==> config.mk <==
export PLATFORM = sky130hd
export DESIGN_NAME = regfile_dbg_arbiter
export DESIGN_NICKNAME = d
export VERILOG_FILES = /design/src/rtl/regfile_dbg_arbiter_pkg.sv /design/src/rtl/regfile_dbg_arbiter.sv
export SDC_FILE = /design/constraint.sdc
export NUM_CORES = 1
export LEC_CHECK = 0
export CAP_MARGIN = 30
export CELL_PAD_IN_SITES_DETAIL_PLACEMENT = 1
export CELL_PAD_IN_SITES_GLOBAL_PLACEMENT = 1
export CORE_MARGIN = 10
export CORE_UTILIZATION = 22
export DETAILED_ROUTE_END_ITERATION = 7
export HOLD_SLACK_MARGIN = 0.15
export PLACE_DENSITY = 0.87
export SLEW_MARGIN = 20
export SYNTH_ARGS = -nofsm -noshare
export SYNTH_HDL_FRONTEND = slang
export SYNTH_SLANG_ARGS = --single-unit
==> constraint.sdc <==
create_clock -name clk -period 1.7 [get_ports clk]
set_input_delay 0.255 -clock clk [delete_from_list [all_inputs] [get_ports clk]]
set_output_delay 0.255 -clock clk [all_outputs]
set_load 0.01 [all_outputs]
==> src/rtl/regfile_dbg_arbiter_pkg.sv <==
// Shared types and constants for the register-file debug arbiter.
package regfile_dbg_arbiter_pkg;

    localparam int unsigned XLEN        = 32;
    localparam int unsigned REG_ADDR_W  = 5;
    localparam int unsigned DRAIN_CNT_W = 4;

    localparam logic [REG_ADDR_W-1:0] ZERO_REG_ADDR = '0;
    localparam logic [XLEN-1:0]       ZERO_REG_DATA = '0;

    typedef enum logic [2:0] {
        IDLE,
        DRAIN,
        ACCESS,
        RDATA,
        RESTORE
    } arb_state_e;

    // Register-file write port payload.
    typedef struct packed {
        logic                  en;
        logic [REG_ADDR_W-1:0] addr;
        logic [XLEN-1:0]       data;
    } rf_wr_t;

endpackage

==> src/rtl/regfile_dbg_arbiter.sv <==
// Shares the regfile read/write ports between the pipeline and a debug requester.
// Idle passes the pipeline through; a debug request stalls, drains writebacks,
// performs one access and then restores the regfile's registered read addresses.
module regfile_dbg_arbiter
    import regfile_dbg_arbiter_pkg::*;
#(
    parameter int unsigned DRAIN_CYCLES = 3
) (
    input  logic                  clk,
    input  logic                  rst,
    input  logic                  pipe_rs_rd_en,
    input  logic [REG_ADDR_W-1:0] pipe_rs1,
    input  logic [REG_ADDR_W-1:0] pipe_rs2,
    input  logic [REG_ADDR_W-1:0] pipe_rd,
    input  logic [XLEN-1:0]       pipe_rd_wr_data,
    input  logic                  pipe_rd_wr_en,
    output logic                  pipe_stall,
    output logic                  rs_rd_en,
    output logic [REG_ADDR_W-1:0] rs1,
    output logic [REG_ADDR_W-1:0] rs2,
    output logic [REG_ADDR_W-1:0] rd,
    output logic [XLEN-1:0]       rd_wr_data,
    output logic                  rd_wr_en,
    input  logic [XLEN-1:0]       rs1_rd_data,
    input  logic                  dbg_req,
    input  logic                  dbg_we,
    input  logic [REG_ADDR_W-1:0] dbg_addr,
    input  logic [XLEN-1:0]       dbg_wdata,
    output logic                  dbg_ack,
    output logic [XLEN-1:0]       dbg_rdata
);

    localparam logic [DRAIN_CNT_W-1:0] DRAIN_LOAD = DRAIN_CNT_W'(DRAIN_CYCLES - 1);

    arb_state_e             state_q, state_d;
    logic [DRAIN_CNT_W-1:0] cnt_q, cnt_d;
    logic                   we_q, we_d;
    logic [REG_ADDR_W-1:0]  sv_rs1_q, sv_rs1_d;
    logic [REG_ADDR_W-1:0]  sv_rs2_q, sv_rs2_d;
    logic                   ack_d;
    logic [XLEN-1:0]        rdata_d;
    rf_wr_t                 wr_c;

    // State, drain counter, saved read addresses and registered debug outputs.
    always_ff @(posedge clk or posedge rst) begin
        if (rst) begin
            state_q   <= IDLE;
            cnt_q     <= '0;
            we_q      <= 1'b0;
            sv_rs1_q  <= ZERO_REG_ADDR;
            sv_rs2_q  <= ZERO_REG_ADDR;
            dbg_ack   <= 1'b0;
            dbg_rdata <= ZERO_REG_DATA;
        end else begin
            state_q   <= state_d;
            cnt_q     <= cnt_d;
            we_q      <= we_d;
            sv_rs1_q  <= sv_rs1_d;
            sv_rs2_q  <= sv_rs2_d;
            dbg_ack   <= ack_d;
            dbg_rdata <= rdata_d;
        end
    end

    // Next-state: drain countdown, one debug access, then a restore cycle.
    always_comb begin
        state_d  = state_q;
        cnt_d    = cnt_q;
        we_d     = we_q;
        sv_rs1_d = sv_rs1_q;
        sv_rs2_d = sv_rs2_q;
        ack_d    = 1'b0;
        rdata_d  = dbg_rdata;
        case (state_q)
            IDLE: begin
                if (pipe_rs_rd_en) begin
                    sv_rs1_d = pipe_rs1;
                    sv_rs2_d = pipe_rs2;
                end
                if (dbg_req) begin
                    cnt_d   = DRAIN_LOAD;
                    we_d    = dbg_we;
                    state_d = DRAIN;
                end
            end
            DRAIN: begin
                if (cnt_q == '0) begin
                    state_d = ACCESS;
                end else begin
                    cnt_d = cnt_q - DRAIN_CNT_W'(1);
                end
            end
            ACCESS: begin
                // A late writeback owns the write port; retry next cycle.
                if (!pipe_rd_wr_en) begin
                    if (we_q) begin
                        state_d = RESTORE;
                        ack_d   = 1'b1;
                    end else begin
                        state_d = RDATA;
                    end
                end
            end
            RDATA: begin
                rdata_d = rs1_rd_data;
                ack_d   = 1'b1;
                state_d = RESTORE;
            end
            RESTORE: state_d = IDLE;
            default: state_d = IDLE;
        endcase
    end

    // Port muxing toward regs; the pipeline owns the write port except for a debug write.
    always_comb begin
        rs_rd_en = 1'b0;
        rs1      = sv_rs1_q;
        rs2      = sv_rs2_q;
        wr_c     = '{en: pipe_rd_wr_en, addr: pipe_rd, data: pipe_rd_wr_data};
        case (state_q)
            IDLE: begin
                rs_rd_en = pipe_rs_rd_en;
                rs1      = pipe_rs1;
                rs2      = pipe_rs2;
            end
            ACCESS: begin
                if (!pipe_rd_wr_en) begin
                    if (we_q) begin
                        wr_c = '{en: 1'b1, addr: dbg_addr, data: dbg_wdata};
                    end else begin
                        rs_rd_en = 1'b1;
                        rs1      = dbg_addr;
                        rs2      = dbg_addr;
                    end
                end
            end
            RESTORE: rs_rd_en = 1'b1;
            default: ;
        endcase
    end

    assign pipe_stall = (state_q != IDLE);
    assign rd_wr_en   = wr_c.en;
    assign rd         = wr_c.addr;
    assign rd_wr_data = wr_c.data;

endmodule
==> results of run 1 <==
-- how the worst max path moves through the flow --
stage	to	startpoint	slack, ns	depth (start not counted)
after floorplan	rd[0]	state_q[0]$_DFFE_PP0P_	-0.008	5
after global placement	rs1[1]	pipe_rd_wr_en	-0.72	5
after detailed placement	rs1[1]	pipe_rd_wr_en	-0.85	5
after CTS	rd_wr_data[23]	state_q[0]$_DFFE_PP0P_	-0.45	6
after global routing	rd_wr_data[23]	state_q[0]$_DFFE_PP0P_	-0.51	6
final	rd_wr_data[30]	state_q[0]$_DFFE_PP0P_	-0.42	6
-- sequential cells by signal (all words and copies together) (netlist names) --
register / flops
we_q: 1
sv_rs1_q: 5
cnt_q: 4
sv_rs2_q: 5
state_q: 3
dbg_ack: 1
dbg_rdata: 32
-- worst reg2reg max path: stages, from the launching register on --
cell,delay [ns]
dfrtp_1,0.40
buf_4,0.16
nor3_4,0.22
buf_6,0.16
and2_4,0.15
buf_12,0.12
mux2_2,0.33
-- final cells by class --
class                   count  area (sq um)  share of cell area, %
repair buffers            253          2580                   45.7
multi-input cells         135          1410                   24.9
flip-flops and latches     51          1280                   22.6
well taps                 147           184                   3.25
clock buffers               6           139                   2.46
clock inverters             2          38.8                  0.686
inverters                   7          26.3                  0.465
-- metrics by stage --
step                      cell area, sq um  setup TNS, ns
after CTS                             5560         -16.69
after detailed placement              5120         -34.54
after floorplan                       2710        -0.0535
after global placement                5120         -33.48
after global routing                  5650         -20.98
final                                 5650         -16.95
-- cell families (layout without fill, tap and decap cells) --
family	Yosys count	count (layout)	share of synthesized area, %
AO/OA/AOI/OAI	27	27	7.82
AND/OR/NAND/NOR	26	26	6.39
buffers and inverters	19	268	3.47
flip-flops	51	51	47.2
multiplexers	81	81	34.7
adder cells (fa/ha/maj)	1	1	0.463
-- timing repair --
action | 4_1_cts | 5_1_grt
cloned | 3 | 1
pin swaps | 5 | 1
buffers inserted | 12 | 6
endpoints found under the setup margin | 60 | 63
resized for setup | 260 | 9
-- layer usage --
layer	global-route usage [%]	vias up	part of all wire, %
met2	27.2	67	59
met3	3.34	6	4.9
li1	-	1264	-
met4	2.68	0	0.87
met5	0	-	0
met1	13.9	1385	35
-- placed cells by master (no fill, tap or decap), types with 2 or more instances in the layout --
master,netlist,layout
a21oi_1,5,3
o21ai_0,3,3
inv_1,7,6
mux2_4,7,10
clkbuf_16,0,6
nor2_1,2,2
buf_6,1,44
and3_1,5,5
o31ai_1,2,2
dfrtp_1,51,50
buf_4,1,31
clkdlybuf4s50_1,0,153
nor3b_1,3,2
nand2_1,4,4
o211ai_1,2,2
buf_2,9,11
buf_12,0,6
mux2_2,72,70
buf_16,0,3
a221o_1,10,10
-- report_power, final --
group | switching, W | internal [W] | total [W]
Clock | 0.000439 | 0.000740 | 0.00118
Combinational | 0.00200 | 0.00299 | 0.00499
Sequential | 0.000357 | 0.00183 | 0.00219
Total | 0.00279 | 0.00556 | 0.00836
==> out/results.tsv, run 1 <==
metric	value	unit
Worst Hold Class	input pin to asynchronous set/reset pin	
top cells by area, synth	dfrtp_1 47%, mux2_2 30%, mux2_4 3.9%	
outcome	finished, violations left	
Core Area	12000	sq um
Slew @ Worst Pin	0.323	ns
Via Count	2722	
post-synthesis net count	328	
DRC viols	0	
worst path bufs/invs	3	
clk_lat worst skew	0.29	ns
Post-Syn Area per Cell	13.2	sq um
Die X	131	microns
R2R Setup Slk	0.03	ns
Place WS	-0.848	ns
Seq/Total Area, Yosys	47.2	%
CP top delay family	buffers and inverters	
Detailed Routing Iterations Pass 1	4	
vias in the first global route	3175	
via/cell ratio	4.53	
Yosys top cell by area	dfrtp_1	
GPL Wtd Cong	0.793	
Gate Count Post-Synth	205	
grt total ovfl	0	
static leakage	2.47	nW
cell with the most instances after synthesis	mux2_2	
antenna violations before repair	0	
final period utilization	125	%
Final min period	2.12	ns
global-route wire length before repair	18200	microns
DRT antenna net count	0	
share of cells above drive strength 1	44.3	%
first-iteration detailed-routing DRC count	99	
FF-to-FF path depth	6	
Worst Path Required	1.44	ns
pins over their slew limit	0	
synthesis-to-finish area growth	109	%
dpl hpwl	10000	microns
worst reg2reg path endpoint	sv_rs1_q[2]$_DFFE_PP0P_	
critical-path cell list	nor3b_4 -> nand3_4 -> buf_12 -> buf_16 -> mux2_4 -> buf_6	
violated checks	negative setup slack	
crit end category	primary output	
Netlist cell types	36	
CTS Sinks	51	
Final Hold Fails	0	
setup ws final	-0.424	ns
ANT cells	0	
endpoints failing setup	48	
routed length per placed instance	21.2	microns
num rows	40	
FILL cells	1293	
Max Freq	471	MHz
die height	131	microns
Crit Path Max Fanout	8	
Total GRT Usage	13.6	%
CTS tree	yes	
Cell Pwr Density	1480	nW/um^2
Post-synth EDFFs	0	
Placed Cells	571	
FF+latch count, synth	51	
critical path class	flip-flop to primary output	
fin nets	576	
critical path arrival	1.87	ns
fin util	47.1	%
commonest cells in the synthesized netlist	72 x mux2_2, 51 x dfrtp_1, 10 x a221o_1	
worst relative slew slack	78.4	%
Hold-fix buffers, CTS	0	
Max Cap Viol	0	
Syn Std Cell Area	2700	sq um
ys async rst share	100	%
WL final	12700	microns
Port Buffers	204	
maximum VDD drop	641	uV
crit-path max cell delay	0.43	ns
largest net degree at the start of global routing	52	
Critical-path top delay cell	dfrtp_2	
Primary FF master, synth	dfrtp_1	
I/O pin total	205	
clock buffer depth	2	
clock slew at reported path FFs	0.07	ns
Root Buffer	clkbuf_16	
Yosys Warn Count	0	
non-filler instance count after layout	601	
hold_ws	0.343	ns
initial core utilization	22.5	%
FF-to-FF Start	state_q[1]$_DFFE_PP0P_	
Die ar.	17100	sq um
H-tree levels	2	
unrepaired setup endpoints after global routing	true	
top-area cell type share of the netlist area	47.2	%
CTS Buf Count	5	
Pwr Total	0.00836	W
clock skew	0.00757	ns
Critical Path Source Type	flip-flop	
Power figures use the tool's default switching activity.
==> inputs of run 2 (changes only) <==
--- a/config.mk
+++ b/config.mk
@@ -5,15 +5,18 @@
 export SDC_FILE = /design/constraint.sdc
 export NUM_CORES = 1
 export LEC_CHECK = 0
+export ABC_AREA = 1
 export CAP_MARGIN = 30
 export CELL_PAD_IN_SITES_DETAIL_PLACEMENT = 1
 export CELL_PAD_IN_SITES_GLOBAL_PLACEMENT = 1
 export CORE_MARGIN = 10
-export CORE_UTILIZATION = 22
+export CORE_UTILIZATION = 21
 export DETAILED_ROUTE_END_ITERATION = 7
 export HOLD_SLACK_MARGIN = 0.15
 export PLACE_DENSITY = 0.87
+export SKIP_LAST_GASP = 1
 export SLEW_MARGIN = 20
 export SYNTH_ARGS = -nofsm -noshare
 export SYNTH_HDL_FRONTEND = slang
 export SYNTH_SLANG_ARGS = --single-unit
+export TNS_END_PERCENT = 1
==> out/results.tsv, run 2 <==
metric	value	unit
antenna violations before repair	0	
Max Freq	515	MHz
Cell Pwr Density	1470	nW/um^2
global-route wire length before repair	21000	microns
Yosys Warn Count	0	
vias in the first global route	3877	
Via Count	3377	
compound-cell area share of the yosys netlist	9.18	%
CTS tree	yes	
unrepaired setup endpoints after global routing	true	
Primary FF master, synth	dfrtp_1	
crit end category	primary output	
Post-Syn Area per Cell	8.18	sq um
num rows	42	
maximum VDD drop	861	uV
Root Buffer	clkbuf_16	
critical path arrival	1.69	ns
share of cells above drive strength 1	28.3	%
top cells by area, synth	dfrtp_1 45%, mux2_2 13%, nand2_1 13%	
Final min period	1.94	ns
clk_lat worst skew	0.29	ns
Final Hold Fails	0	
initial core utilization	21.5	%
Core Area	13300	sq um
largest family of logic cells by synthesized area	simple AND/OR/NAND/NOR gates	
Seq/Total Area, Yosys	44.6	%
first-iteration detailed-routing DRC count	64	
ANT cells	0	
clock skew	0.00824	ns
worst reg2reg path endpoint	cnt_q[1]$_DFFE_PP0P_	
I/O pin total	205	
clock buffer depth	2	
die height	137	microns
Slew @ Worst Pin	0.306	ns
Pwr Total	0.00802	W
Hold-fix buffers, CTS	0	
Max Cap Viol	0	
Die ar.	18700	sq um
fin nets	709	
Die X	137	microns
Synth Area in Adders	0.437	%
Worst Path Required	1.44	ns
Top Registers	dbg_rdata x32, sv_rs1_q x5, sv_rs2_q x5	
DRC viols	0	
Synth Area in Simple Gates	22.6	%
FILL cells	1565	
commonest cells after routing, fill and taps aside	154 x clkdlybuf4s50_1, 85 x nand2_1, 50 x dfrtp_1, 48 x inv_1, 40 x nand3_1	
Syn Std Cell Area	2860	sq um
setup ws final	-0.242	ns
Port Buffers	204	
XOR/XNOR Fraction of Synth Area	0	%
GPL Wtd Cong	0.927	
endpoints failing setup	50	
FF+latch count, synth	51	
post-synthesis net count	473	
clock slew at reported path FFs	0.07	ns
multiplexer share of the synthesized area	12.6	%
final period utilization	114	%
max reg flops	32	
FF-to-FF path depth	9	
top-area cell type share of the netlist area	44.6	%
largest net degree at the start of global routing	52	
Netlist cell types	20	
H-tree levels	2	
Gate Count Post-Synth	350	
Place WS	-0.555	ns
Crit Path Max Fanout	2	
FF-to-FF Start	cnt_q[0]$_DFFE_PP0P_	
synthesis-to-finish area growth	90.6	%
outcome	finished, violations left	
static leakage	2.67	nW
Yosys top cell by area	dfrtp_1	
critical path class	flip-flop to primary output	
CTS Buf Count	5	
Total GRT Usage	14.0	%
hold_ws	0.326	ns
routed length per placed instance	18.1	microns
ys async rst share	100	%
dpl hpwl	11100	microns
via/cell ratio	4.43	
Worst Hold Class	input pin to asynchronous set/reset pin	
pins over their slew limit	0	
R2R Setup Slk	0.15	ns
cell with the most instances after synthesis	nand2_1	
Post-synth EDFFs	0	
Detailed Routing Iterations Pass 1	4	
commonest cells in the synthesized netlist	96 x nand2_1, 51 x dfrtp_1, 50 x inv_1	
violated checks	negative setup slack	
Most flops, register	dbg_rdata	
CTS Sinks	51	
worst relative slew slack	79.5	%
Critical Path Source Type	flip-flop	
DRT antenna net count	0	
most common cell after layout, fill and taps aside	clkdlybuf4s50_1	
grt total ovfl	0	
WL final	13800	microns
[run 2: cell count changes after synthesis, moves of 4 or more]
cell,before,now
a21oi_1,5,1
inv_1,7,50
nor2_1,2,13
nand3_1,1,40
nand2_1,4,96
mux2_2,72,32
o21ai_2,0,10
a221o_1,10,0
mux2_4,7,0
buf_6,1,5
o21ai_0,3,14
and3_1,5,0
o21ai_1,0,20
[run 2: final cells by class]
class                      instances  area (sq um)  area share, %
clock inverter                     1          30.0          0.550
clock buffer                       6           129           2.36
inverter                          51           191           3.51
timing repair buffer             246          2250           41.3
sequential                        51          1280           23.4
multi-input combinational        231          1360           24.9
tap                              176           220           4.03
[run 2: worst max-delay path: stages (launching register included)]
cell and delay, ns:
dfrtp_1 0.41, buf_4 0.15, inv_1 0.07, buf_4 0.12, nand3_1 0.12, o21ai_2 0.17, buf_4 0.13, clkdlybuf4s15_1 0.23
[run 2: metal layers]
layer / part of all wire, % / track usage [%] / wire (microns)
met5: 0 / 0 / 0
met4: 1.4 / 3.49 / 191
met3: 13 / 6.52 / 1730
met2: 47 / 24.2 / 6490
met1: 39 / 15.2 / 5380
[run 2: logic make-up after synthesis]
group / Yosys count
mux: 32
simple gates: 153
compound gates: 45
flops: 51
fa+ha+maj: 1
buf+inv: 68
[run 2: repair_timing]
item,CTS,global route
gates resized for setup,141,78
buffers inserted,9,4
pin swaps,2,3
cloned,1,1
endpoints found under the setup margin,50,50
[run 2: worst max-delay path by stage]
stage                                start              to
detailed placement           pipe_rd_wr_en  rd_wr_data[25]
global placement             pipe_rd_wr_en  rd_wr_data[25]
floorplan           state_q[2]$_DFFE_PP0P_           rd[4]
global route        state_q[0]$_DFFE_PP0P_        rd_wr_en
finish              state_q[0]$_DFFE_PP0P_        rd_wr_en
CTS                 state_q[2]$_DFFE_PP0P_  rd_wr_data[19]
[run 2: report_power, final]
part	total (W)	internal, W	switching [W]	leakage (nW)
clock	0.00112	0.000688	0.000434	0.0769
sequential	0.00219	0.00183	0.000358	0.611
combinational	0.00471	0.00247	0.00224	1.98
total	0.00802	0.00500	0.00303	2.67
[run 2: per-stage QoR]
step                std cells  TNS (ns)  area [sq um]  util, %
finish                    762     -8.90          5460     41.1
global route              762    -13.86          5460     41.1
CTS                       759    -15.95          5560     41.8
detailed placement        742    -22.35          5280     39.7
global placement          742    -21.73          5280     39.7
floorplan                 350         0          2860        -
==> inputs of run 3 (changes only) <==
--- a/config.mk
+++ b/config.mk
@@ -6,6 +6,7 @@
 export NUM_CORES = 1
 export LEC_CHECK = 0
 export ABC_AREA = 1
+export ABC_CLOCK_PERIOD_IN_PS = 1700
 export CAP_MARGIN = 30
 export CELL_PAD_IN_SITES_DETAIL_PLACEMENT = 1
 export CELL_PAD_IN_SITES_GLOBAL_PLACEMENT = 1
@@ -14,8 +15,8 @@
 export DETAILED_ROUTE_END_ITERATION = 7
 export HOLD_SLACK_MARGIN = 0.15
 export PLACE_DENSITY = 0.87
+export SKIP_CTS_REPAIR_TIMING = 1
 export SKIP_LAST_GASP = 1
-export SLEW_MARGIN = 20
 export SYNTH_ARGS = -nofsm -noshare
 export SYNTH_HDL_FRONTEND = slang
 export SYNTH_SLANG_ARGS = --single-unit
==> out/results.tsv, run 3 (synthesized netlist as in run 2, its figures left out) <==
metric	value	unit
Total GRT Usage	13.5	%
CTS Sinks	51	
global-route wire length before repair	20200	microns
die height	137	microns
maximum VDD drop	862	uV
CTS Buf Count	5	
unrepaired setup endpoints after global routing	true	
outcome	finished, violations left	
max reg flops	32	
largest net degree at the start of global routing	52	
Final min period	1.97	ns
dpl hpwl	11100	microns
clock skew	0.00824	ns
Most flops, register	dbg_rdata	
crit path capture	rd_wr_data[11]	
initial core utilization	21.5	%
FF-to-FF path depth	9	
endpoints failing setup	50	
clk_lat worst skew	0.29	ns
grt total ovfl	0	
share of cells above drive strength 1	21.0	%
R2R Setup Slk	0.15	ns
DRC viols	0	
ANT cells	0	
final period utilization	116	%
Worst Hold Class	input pin to asynchronous set/reset pin	
post-route cell area	5550	sq um
num rows	42	
Final Hold Fails	0	
Reg area	1280	sq um
multi-input logic area	1310	sq um
worst relative slew slack	79.2	%
Worst Path Required	1.44	ns
most common cell after layout, fill and taps aside	clkdlybuf4s50_1	
commonest cells after routing, fill and taps aside	154 x clkdlybuf4s50_1, 93 x nand2_1, 50 x dfrtp_1, 48 x inv_1, 40 x nand3_1	
Critical Path Source Type	flip-flop	
post-route setup TNS	-10.42	ns
Top Registers	dbg_rdata x32, sv_rs1_q x5, sv_rs2_q x5	
Die X	137	microns
clock buffer depth	2	
Cell Pwr Density	1460	nW/um^2
Root Buffer	clkbuf_16	
I/O pin total	205	
antenna violations before repair	0	
DRT antenna net count	0	
pins over their slew limit	0	
Crit Path Max Fanout	8	
dpl cell area	5280	sq um
CTS tree	yes	
GPL Wtd Cong	0.927	
Slew @ Worst Pin	0.311	ns
fin nets	705	
vias in the first global route	3748	
WL final	13800	microns
Detailed Routing Iterations Pass 1	5	
violated checks	negative setup slack	
hold_ws	0.321	ns
FILL cells	1533	
crit end category	primary output	
FF-to-FF Start	cnt_q[0]$_DFFE_PP0P_	
H-tree levels	2	
critical path arrival	1.71	ns
routed length per placed instance	18.2	microns
Port Buffers	204	
clock slew at reported path FFs	0.07	ns
worst reg2reg path endpoint	cnt_q[1]$_DFFE_PP0P_	
synthesis-to-finish area growth	93.8	%
setup ws final	-0.266	ns
first-iteration detailed-routing DRC count	48	
Core Area	13300	sq um
CP startpoint	state_q[2]$_DFFE_PP0P_	
Die ar.	18700	sq um
critical path class	flip-flop to primary output	
Via Count	3356	
via/cell ratio	4.43	
static leakage	2.90	nW
Max Freq	509	MHz
Max Cap Viol	0	
-- run 3: changes by cell type in the layout (fill, tap and decap cells not counted), moves of 2 or more --
cell / previous run / this run
dlymetal6s2s_1: 0 / 28
buf_2: 23 / 4
nand2_1: 85 / 93
nand2_2: 12 / 4
clkbuf_2: 23 / 18
o21ai_2: 17 / 13
buf_6: 5 / 2
o21ai_1: 19 / 22
buf_12: 7 / 5
o21ai_0: 7 / 9
-- run 3: power breakdown --
| part | switching, W | internal (W) |
|---|---|---|
| combinational | 0.00220 | 0.00257 |
| clock | 0.000436 | 0.000688 |
| sequential | 0.000362 | 0.00183 |
-- run 3: worst max-delay path, stage by stage (launching register included) --
cell,delay [ns]
dfrtp_1,0.39
inv_2,0.08
nand2_2,0.06
nor2_4,0.15
nand3_4,0.16
buf_12,0.18
buf_4,0.14
nand2_1,0.06
o21ai_1,0.07
clkbuf_2,0.13
-- run 3: through the flow --
stage	total power (W)	util, %	std cells	worst slack [ns]
after CTS	0.00826	40.9	749	-0.714
after global routing	0.00874	41.7	758	-0.366
after detailed placement	0.00705	39.7	742	-0.555
after floorplan	0.00427	-	350	0.181
after global placement	0.00679	39.7	742	-0.520
final	0.00809	41.7	758	-0.266
-- run 3: metal layers --
layer / vias up / track usage [%] / routed length (microns)
li1: 1573 / - / -
met1: 1596 / 14.8 / 5550
met2: 175 / 23.0 / 6470
met3: 12 / 6.34 / 1580
met4: 0 / 3.43 / 186
met5: - / 0 / 0
-- run 3: how the worst min path moves through the flow --
stage / start / to / slack [ns] / cells after the start
5_1_grt: rst / dbg_rdata[14]$_DFFE_PP0P_ / 0.36 / 3
3_3_place_gp: sv_rs2_q[3]$_DFFE_PP0P_ / sv_rs2_q[3]$_DFFE_PP0P_ / 0.45 / 2
3_5_place_dp: sv_rs1_q[3]$_DFFE_PP0P_ / sv_rs1_q[3]$_DFFE_PP0P_ / 0.47 / 2
2_1_floorplan: dbg_we / we_q$_DFFE_PP0P_ / 0.38 / 2
6_report: rst / dbg_rdata[14]$_DFFE_PP0P_ / 0.32 / 3
4_1_cts: rst / dbg_rdata[14]$_DFFE_PP0P_ / 0.35 / 3
-- run 3: final cells by class --
| cell class | instances | share of cell area [%] |
|---|---|---|
| Timing Repair Buffer | 242 | 43.1 |
| Multi-Input combinational cell | 231 | 23.6 |
| Sequential cell | 51 | 23.0 |
| Tap cell | 176 | 3.97 |
| Inverter | 51 | 3.45 |
| Clock buffer | 6 | 2.32 |
| Clock inverter | 1 | 0.541 |
